**config.mk**
```make
export PLATFORM = sky130hd
export DESIGN_NAME = clk_div_multi
export DESIGN_NICKNAME = d
export VERILOG_FILES = /design/src/rtl/clk_div_multi.sv
export SDC_FILE = /design/constraint.sdc
export NUM_CORES = 1
export LEC_CHECK = 0
export ABC_CLOCK_PERIOD_IN_PS = 6100
export CAP_MARGIN = 20
export CELL_PAD_IN_SITES_DETAIL_PLACEMENT = 0
export CELL_PAD_IN_SITES_GLOBAL_PLACEMENT = 1
export CORE_MARGIN = 3
export CORE_UTILIZATION = 51
export DETAILED_ROUTE_END_ITERATION = 8
export PLACE_DENSITY_LB_ADDON = 0.08
export SYNTH_ARGS = -nofsm -noshare
export SYNTH_HDL_FRONTEND = slang
export SYNTH_SLANG_ARGS = --single-unit
```
**constraint.sdc**
```tcl
create_clock -name clock_in -period 6.1 [get_ports clock_in]
set_clock_uncertainty 0.05 [all_clocks]
set_input_delay 1.525 -clock clock_in [delete_from_list [all_inputs] [get_ports clock_in]]
set_output_delay 1.525 -clock clock_in [all_outputs]
set_load 0.005 [all_outputs]
```
**src/rtl/clk_div_multi.sv**
```systemverilog
// Multi-channel programmable clock divider with shadowed divisor/high-time settings.
// New settings are applied only at period boundaries (or while disabled), so outputs never glitch.
module clk_div_multi #(
  parameter int WIDTH       = 28,
  parameter int NUM_CH      = 2,
  parameter int DEFAULT_DIV = 5
) (
  input  logic                    clock_in,
  input  logic                    rst_n,
  input  logic [NUM_CH-1:0]       enable,
  input  logic [NUM_CH-1:0]       load,
  input  logic [NUM_CH*WIDTH-1:0] div_in,
  input  logic [NUM_CH*WIDTH-1:0] high_in,
  output logic [NUM_CH-1:0]       clock_out,
  output logic [NUM_CH-1:0]       tick,
  output logic [NUM_CH-1:0]       div_err
);

  localparam logic [WIDTH-1:0] DEF_DIV  = WIDTH'(DEFAULT_DIV);
  localparam logic [WIDTH-1:0] DEF_HIGH = WIDTH'(DEFAULT_DIV / 2);

  for (genvar ch = 0; ch < NUM_CH; ch++) begin : g_ch
    logic [WIDTH-1:0] cnt;
    logic [WIDTH-1:0] div_act;
    logic [WIDTH-1:0] high_act;
    logic [WIDTH-1:0] div_sh;
    logic [WIDTH-1:0] high_sh;
    logic [WIDTH-1:0] div_req;
    logic [WIDTH-1:0] high_req;
    logic [WIDTH-1:0] high_norm;
    logic             pend;
    logic             load_ok;
    logic             boundary;
    logic             clk_q;
    logic             tick_q;
    logic             err_q;

    assign div_req  = div_in[ch*WIDTH +: WIDTH];
    assign high_req = high_in[ch*WIDTH +: WIDTH];
    assign load_ok  = load[ch] && (div_req >= WIDTH'(2));
    assign boundary = (cnt == div_act - WIDTH'(1));

    // A zero high time means "use 50%"; anything that would leave no low cycle is clamped.
    always_comb begin
      high_norm = high_req;
      if (high_req == '0)
        high_norm = div_req >> 1;
      else if (high_req >= div_req)
        high_norm = div_req - WIDTH'(1);
    end

    always_ff @(posedge clock_in or negedge rst_n) begin
      if (!rst_n) begin
        cnt      <= '0;
        div_act  <= DEF_DIV;
        high_act <= DEF_HIGH;
        div_sh   <= DEF_DIV;
        high_sh  <= DEF_HIGH;
        pend     <= 1'b0;
        clk_q    <= 1'b0;
        tick_q   <= 1'b0;
        err_q    <= 1'b0;
      end else begin
        if (load[ch])
          err_q <= !load_ok;
        if (load_ok) begin
          div_sh  <= div_req;
          high_sh <= high_norm;
        end

        if (!enable[ch]) begin
          cnt    <= '0;
          clk_q  <= 1'b0;
          tick_q <= 1'b0;
          // Idle channel has no period to protect, so settings go live at once.
          if (load_ok) begin
            div_act  <= div_req;
            high_act <= high_norm;
            pend     <= 1'b0;
          end else if (pend) begin
            div_act  <= div_sh;
            high_act <= high_sh;
            pend     <= 1'b0;
          end
        end else begin
          cnt    <= boundary ? '0 : cnt + WIDTH'(1);
          clk_q  <= (cnt < high_act);
          tick_q <= (cnt == '0);
          if (boundary && load_ok) begin
            div_act  <= div_req;
            high_act <= high_norm;
            pend     <= 1'b0;
          end else if (boundary && pend) begin
            div_act  <= div_sh;
            high_act <= high_sh;
            pend     <= 1'b0;
          end else if (load_ok) begin
            pend <= 1'b1;
          end
        end
      end
    end

    assign clock_out[ch] = clk_q;
    assign tick[ch]      = tick_q;
    assign div_err[ch]   = err_q;
  end

endmodule
```
Yosys cells after proc, flatten, opt, wreduce, memory -nomap -nowiden
Index checks and enable logic that the tools add are counted.
{ "classes": {"n_addsub": 6, "order_cmp": 6, "eq_ne": 6, "muxes": 40, "reduce_logical": 16} }
{ "ops": {"columns": ["op", "count"], "rows": [
  ["2-to-1 mux 28 bit", 28],
  ["logical NOT 28 bit", 4],
  ["subtractor 28 x 1 -> 28 bit (second input constant)", 4],
  ["adder 28 x 1 -> 28 bit (second input constant)", 2],
  ["equality test 28 bit", 2],
  ["greater-or-equal comparator 28 x 2 -> 1 bit (second input constant)", 2],
  ["greater-or-equal comparator 28 bit", 2],
  ["less-than comparator 28 bit", 2],
  ["2-to-1 mux 1 bit", 12],
  ["inequality test 4 x 1 -> 1 bit (second input constant)", 2],
  ["logical AND 1 bit", 6],
  ["inequality test 3 x 1 -> 1 bit (second input constant)", 2],
  ["nonzero test 3 bit", 2],
  ["AND reduction 2 bit", 2],
  ["logical NOT 1 bit", 2]
]} }
{ "totals": {"register_bits": 288, "inputBits": 118, "output_inout_bits": 6} }

Logic depth before layout (Yosys ltp)
{ "depth": {"ltp_word": 6, "ltp_mapped": 14} }

Least setup slack after synthesis
Ideal clock, no wire load.
{ "synth_timing": {"path_kind": "input to register", "from": "in div_in[29]", "to": "reg g_ch[1].high_act[14]", "setup_ns": 0.064, "arrival_ns": 4.220, "t_required_ns": 5.986, "setup_slack_ns": 1.766, "cell_stages": 12, "path_cell_list": "clkbuf_1 -> inv_1 -> ha_1 -> a21o_1 -> a211oi_1 -> o311ai_0 -> a211o_1 -> nand2_1 -> clkbuf_1 -> mux2_2 -> o21ai_0 -> o21a_1"} }
{ "synth_between": {"elab_chain_cells": 5} }
{ "synth_lines": {"columns": ["item", "line_no", "source"], "rows": [
  ["start, declared", "12", "input logic [NUM_CH*WIDTH-1:0] div_in,"],
  ["subtractor 28 x 1 -> 28 bit, or another cell as far along", "49", "high_norm = div_req - WIDTH'(1);"],
  ["2-to-1 mux 28 bit / logical AND 1 bit (equally long branches)", "48, 40", null],
  ["2-to-1 mux 28 bit / logical AND 1 bit (equally long branches)", "46, 89", null],
  ["2-to-1 mux 28 bit, or another cell as far along", "76", "if (load_ok) begin"],
  ["2-to-1 mux 28 bit / AND reduction 2 bit (equally long branches)", null, null],
  ["end signal, assigned", "78", "high_act <= high_norm;"],
  ["end signal, assigned", "82", "high_act <= high_sh;"],
  ["end signal, assigned", "91", "high_act <= high_norm;"],
  ["end, declared", "25", "logic [WIDTH-1:0] high_act;"]
]} }
Parallel ways exist; a longest one is shown, timed or not.
A chain may end at the register's enable or synchronous reset.

Worst setup path in the final report
{ "layout_timing": {"from": "in div_in[44]", "to": "reg g_ch[1].high_act[14]"} }
{ "layout_between": {"elab_chain_cells": 5} }
{ "layout_lines": {"columns": ["item", "line_no"], "rows": [
  ["greater-or-equal comparator 28 bit / greater-or-equal comparator 28 x 2 -> 1 bit (equally long branches)", "48, 40"],
  ["2-to-1 mux 28 bit / logical AND 1 bit (equally long branches)", "48, 40"],
  ["2-to-1 mux 28 bit / logical AND 1 bit (equally long branches)", "46, 89"],
  ["2-to-1 mux 28 bit, or another cell as far along", "76"],
  ["2-to-1 mux 28 bit / AND reduction 2 bit (equally long branches)", null]
]} }
Parallel ways exist; a longest one is shown, timed or not.

==> reports/metrics.csv <==
stage;metric;value;unit
cells_and_area;fillers;3204;
floorplanning;ios;124;
critical_path;path_max_fanout;28;
sta;hold_slack;0.4281;ns
routing;dr.pass1.iters;5;
routing;drc;0;
job;maxCapViolations;0;
sta;worstMarginPinSlew;0.9814;ns
clock_tree;cts_tree;done;
pwr;irDropWorstVdd;227.0;uV
sta;rsz0062_at_grt;false;
sta;min_period;4.848;ns
synthesis;syn-instance-count;2011;
synthesis;synthesis.nets;2249;
routing;drt-total-wl;56210;um
sta;max_freq;0.2063;GHz
routing;vias;15660;
synthesis;synth_cell_types;83;
placement;dpl-instance-area;20300;um2
cells_and_area;syn_to_final_growth;13.53;%
clock_tree;cts_root_buf;clkbuf_16;
floorplanning;start_util;52.26;%
pwr;internal_power;3806;uW
sta;finalSetupTns;0;ns
sta;worst_slack;1.252;ns
synthesis;synth_enable_flop_cells;0;
pwr;power.switching;1606;uW
placement;gp_congestion;0.9244;
floorplanning;die_h;198.1;um
clock_tree;cts_hold_buf;0;
placement;dp_hpwl;41710;um
critical_path;cp.arrival;5.30;ns
clock_tree;clkLatencyLatePin;0.57;ns
critical_path;critPathRequiredTime;6.56;ns
sta;period_share;79.48;%
routing;post_drt_wl_per_cell;21.97;um
synthesis;synth-warning-count;0;
routing;drt_iter0_markers;849;
routing;ant_nets;0;
global_route;grt_max_degree;131;
cells_and_area;diodes;0;
synthesis;seq_area_frac_synth;38.38;%
floorplanning;core;36000;um2
critical_path;crit_path_end_kind;flip-flop;
worst_hold_path;hold_class;flip-flop to flip-flop;
floorplanning;fp.dieW;198.1;um
global_route;grt-ovfl-total;0;
pwr;leakage;0.009275;uW
synthesis;synth_seq_cells;288;
global_route;grt_pass1_wl;88960;um
synthesis;synth_area;18820;um2
floorplanning;rows;69;
placement;port_buffers;123;
routing;viasPerCell;6.122;
synthesis;async_flop_share;100.0;%
global_route;grt_usage;28.59;%
pwr;p_seq_share;43.5;%
pwr;p_per_area;253.4;nW/um2
cells_and_area;post-route-util;59.33;%
clock_tree;cts_resized;0;
placement;pre_cts_ws;0.7020;ns
cells_and_area;final_layout_size_suffix_gt1_share;8.631;%
clock_tree;cts_buffers;30;
clock_tree;cts_max_path_buffers;3;
synthesis;ys.flop_type;dfrtp_1;
sta;drv_slew;0;
clock_tree;htree_levels;1;
cells_and_area;fin_area;21360;um2
critical_path;start_kind;primary input;
global_route;antenna_found_initial;0;
critical_path;crit_type;primary input to flip-flop;
sta;setup_violations;0;
sta;relSlewSlack;34.33;%
floorplanning;die_area;39230;um2
clock_tree;clk_pin_slew;0.06;ns
synthesis;syn_area_per_cell;9.356;um2
pwr;p_comb_share;21.3;%
pwr;clockPowerShare;35.2;%
run_status;status;completed;
sta;hold_violations;0;
clock_tree;numClockSinks;288;
clock_tree;cts_setup_buffers;0;
cells_and_area;num-nets-final;2312;
pwr;switching_share;29.67;%
global_route;grt_pass1_vias;15750;
[per-stage QoR]
step                power [uW]  std cells
floorplan                 3081       2011
global placement          3501       2501
detailed placement        3531       2501
CTS                       5447       2556
global route              5667       2558
finish                    5412       2558
[cells by family (layout without fill, tap and decap cells)]
| logic type | Yosys count | count (layout) | synth area share, % |
|---|---|---|---|
| simple gates | 582 | 582 | 15.65 |
| flops | 288 | 288 | 38.38 |
| xor+xnor | 170 | 170 | 7.913 |
| buf+inv | 246 | 332 | 5.466 |
| compound gates | 515 | 515 | 19.16 |
| fa+ha+maj | 120 | 120 | 7.980 |
| mux | 90 | 90 | 5.446 |
[area by class of cell]
class                      instances  area, um2  area share [%]
multi-input combinational       1477      10600           49.61
tap                              461      576.8           2.700
clock inverter                     6      82.58          0.3866
sequential                       288       7222           33.81
clock buffer                      49      943.4           4.417
inverter                         128      480.5           2.249
timing repair buffer             149       1459           6.830
[power groups by stage]
stage	Combinational [uW]	Sequential, uW	Clock [uW]
6_report	1150	2350	1910
5_1_grt	1280	2380	2010
4_1_cts	1150	2350	1940
3_5_place_dp	1150	2390	0
3_3_place_gp	1120	2380	0
2_1_floorplan	788	2290	0
[per-layer routing]
| layer | up-vias | share of wire (%) | routed length (um) | GRT usage, % |
|---|---|---|---|---|
| met3 | 119 | 3.1 | 1769 | 2.671 |
| met1 | 7690 | 40 | 22560 | 33.83 |
| met2 | 366 | 52 | 29250 | 53.11 |
| li1 | 7484 | - | - | - |
| met4 | 0 | 4.7 | 2633 | 11.85 |
| met5 | - | 0 | 0 | 0 |
[critical path, stage by stage]
cell and delay (ns):
clkdlybuf4s50_1 0.58, or4_1 0.67, nor4_1 0.36, nand3_1 0.21, o21a_2 0.46, nand2_1 0.67
nor2_1 0.10, mux2_2 0.33, o21ai_0 0.22, o21a_1 0.15
[final timing paths]
path                                                start                          endpoint  slack (ns)  cells after the start
max                                            div_in[44]  g_ch[1].high_act[14]$_DFFE_PN0P_        1.25                     10
min                        g_ch[0].high_sh[1]$_DFFE_PN1P_    g_ch[0].high_sh[1]$_DFFE_PN1P_        0.43                      2
max reg2reg                g_ch[1].div_act[1]$_DFFE_PN0P_  g_ch[1].high_act[27]$_DFFE_PN0P_        1.73                     11
min reg2reg                g_ch[0].high_sh[1]$_DFFE_PN1P_    g_ch[0].high_sh[1]$_DFFE_PN1P_        0.43                      2
max in group asynchronous                           rst_n          g_ch[0].cnt[9]$_DFF_PN0_        3.76                      2
min in group asynchronous                           rst_n  g_ch[1].high_act[23]$_DFFE_PN0P_        0.96                      1
[sequential cells by signal, summed over array words and instances (netlist names)]
signal,count
g_ch.clk_q,2
g_ch.cnt,56
g_ch.div_act,56
g_ch.div_sh,56
g_ch.err_q,2
g_ch.high_act,56
g_ch.high_sh,56
g_ch.pend,2
g_ch.tick_q,2
[synthesized netlist by cell type (6+ instances only)]
library cell | n | share of area [%]
a21o_1 | 45 | 1.8
a2bb2oi_1 | 35 | 1.6
nor4_1 | 51 | 1.7
or2_2 | 10 | 0.33
and2_1 | 6 | 0.20
or3_1 | 10 | 0.33
o2bb2ai_1 | 7 | 0.33
clkbuf_1 | 72 | 1.4
a21oi_1 | 67 | 1.8
mux2_4 | 10 | 0.80
o21a_1 | 36 | 1.4
nor2b_1 | 12 | 0.40
inv_1 | 128 | 2.6
o21ai_0 | 88 | 2.3
nor3_1 | 47 | 1.3
ha_1 | 120 | 8.0
xnor2_1 | 107 | 5.0
mux2i_1 | 21 | 1.1
o31ai_1 | 24 | 0.96
buf_2 | 19 | 0.51
and3_1 | 16 | 0.53
nand2_1 | 69 | 1.4
nand3_1 | 60 | 1.6
o221ai_1 | 21 | 0.98
or4_1 | 16 | 0.64
nand2b_1 | 17 | 0.57
a211oi_1 | 7 | 0.28
a22oi_1 | 26 | 1.0
o211ai_1 | 8 | 0.32
nor2_1 | 196 | 3.9
buf_4 | 10 | 0.40
a221oi_1 | 15 | 0.70
a32oi_1 | 9 | 0.42
xor2_1 | 63 | 2.9
buf_1 | 12 | 0.24
mux2_2 | 56 | 3.4
dfrtp_1 | 276 | 37
nand4_1 | 39 | 1.3
dfstp_2 | 12 | 1.7
a22o_1 | 9 | 0.42
o22ai_1 | 63 | 2.1
o22a_1 | 6 | 0.28
[cells in the final DEF (no fill, tap or decap), types with 12 or more instances in the layout]
master	count
a21oi_1	67
nor4_1	51
mux2i_1	21
nand2b_1	17
xnor2_1	107
nor2b_1	12
inv_1	128
mux2_2	56
a21o_1	45
dfstp_2	12
o21a_1	35
o221ai_1	21
xor2_1	63
o31ai_1	24
clkdlybuf4s50_1	122
a2bb2oi_1	35
ha_1	120
or4_1	16
o22ai_1	63
nor3_1	47
nor2_1	196
a22oi_1	26
a221oi_1	15
dfrtp_1	276
and3_1	16
nand4_1	39
clkbuf_16	31
nand2_1	69
buf_4	23
o21ai_0	88
nand3_1	60
Power figures use the tool's default switching activity.
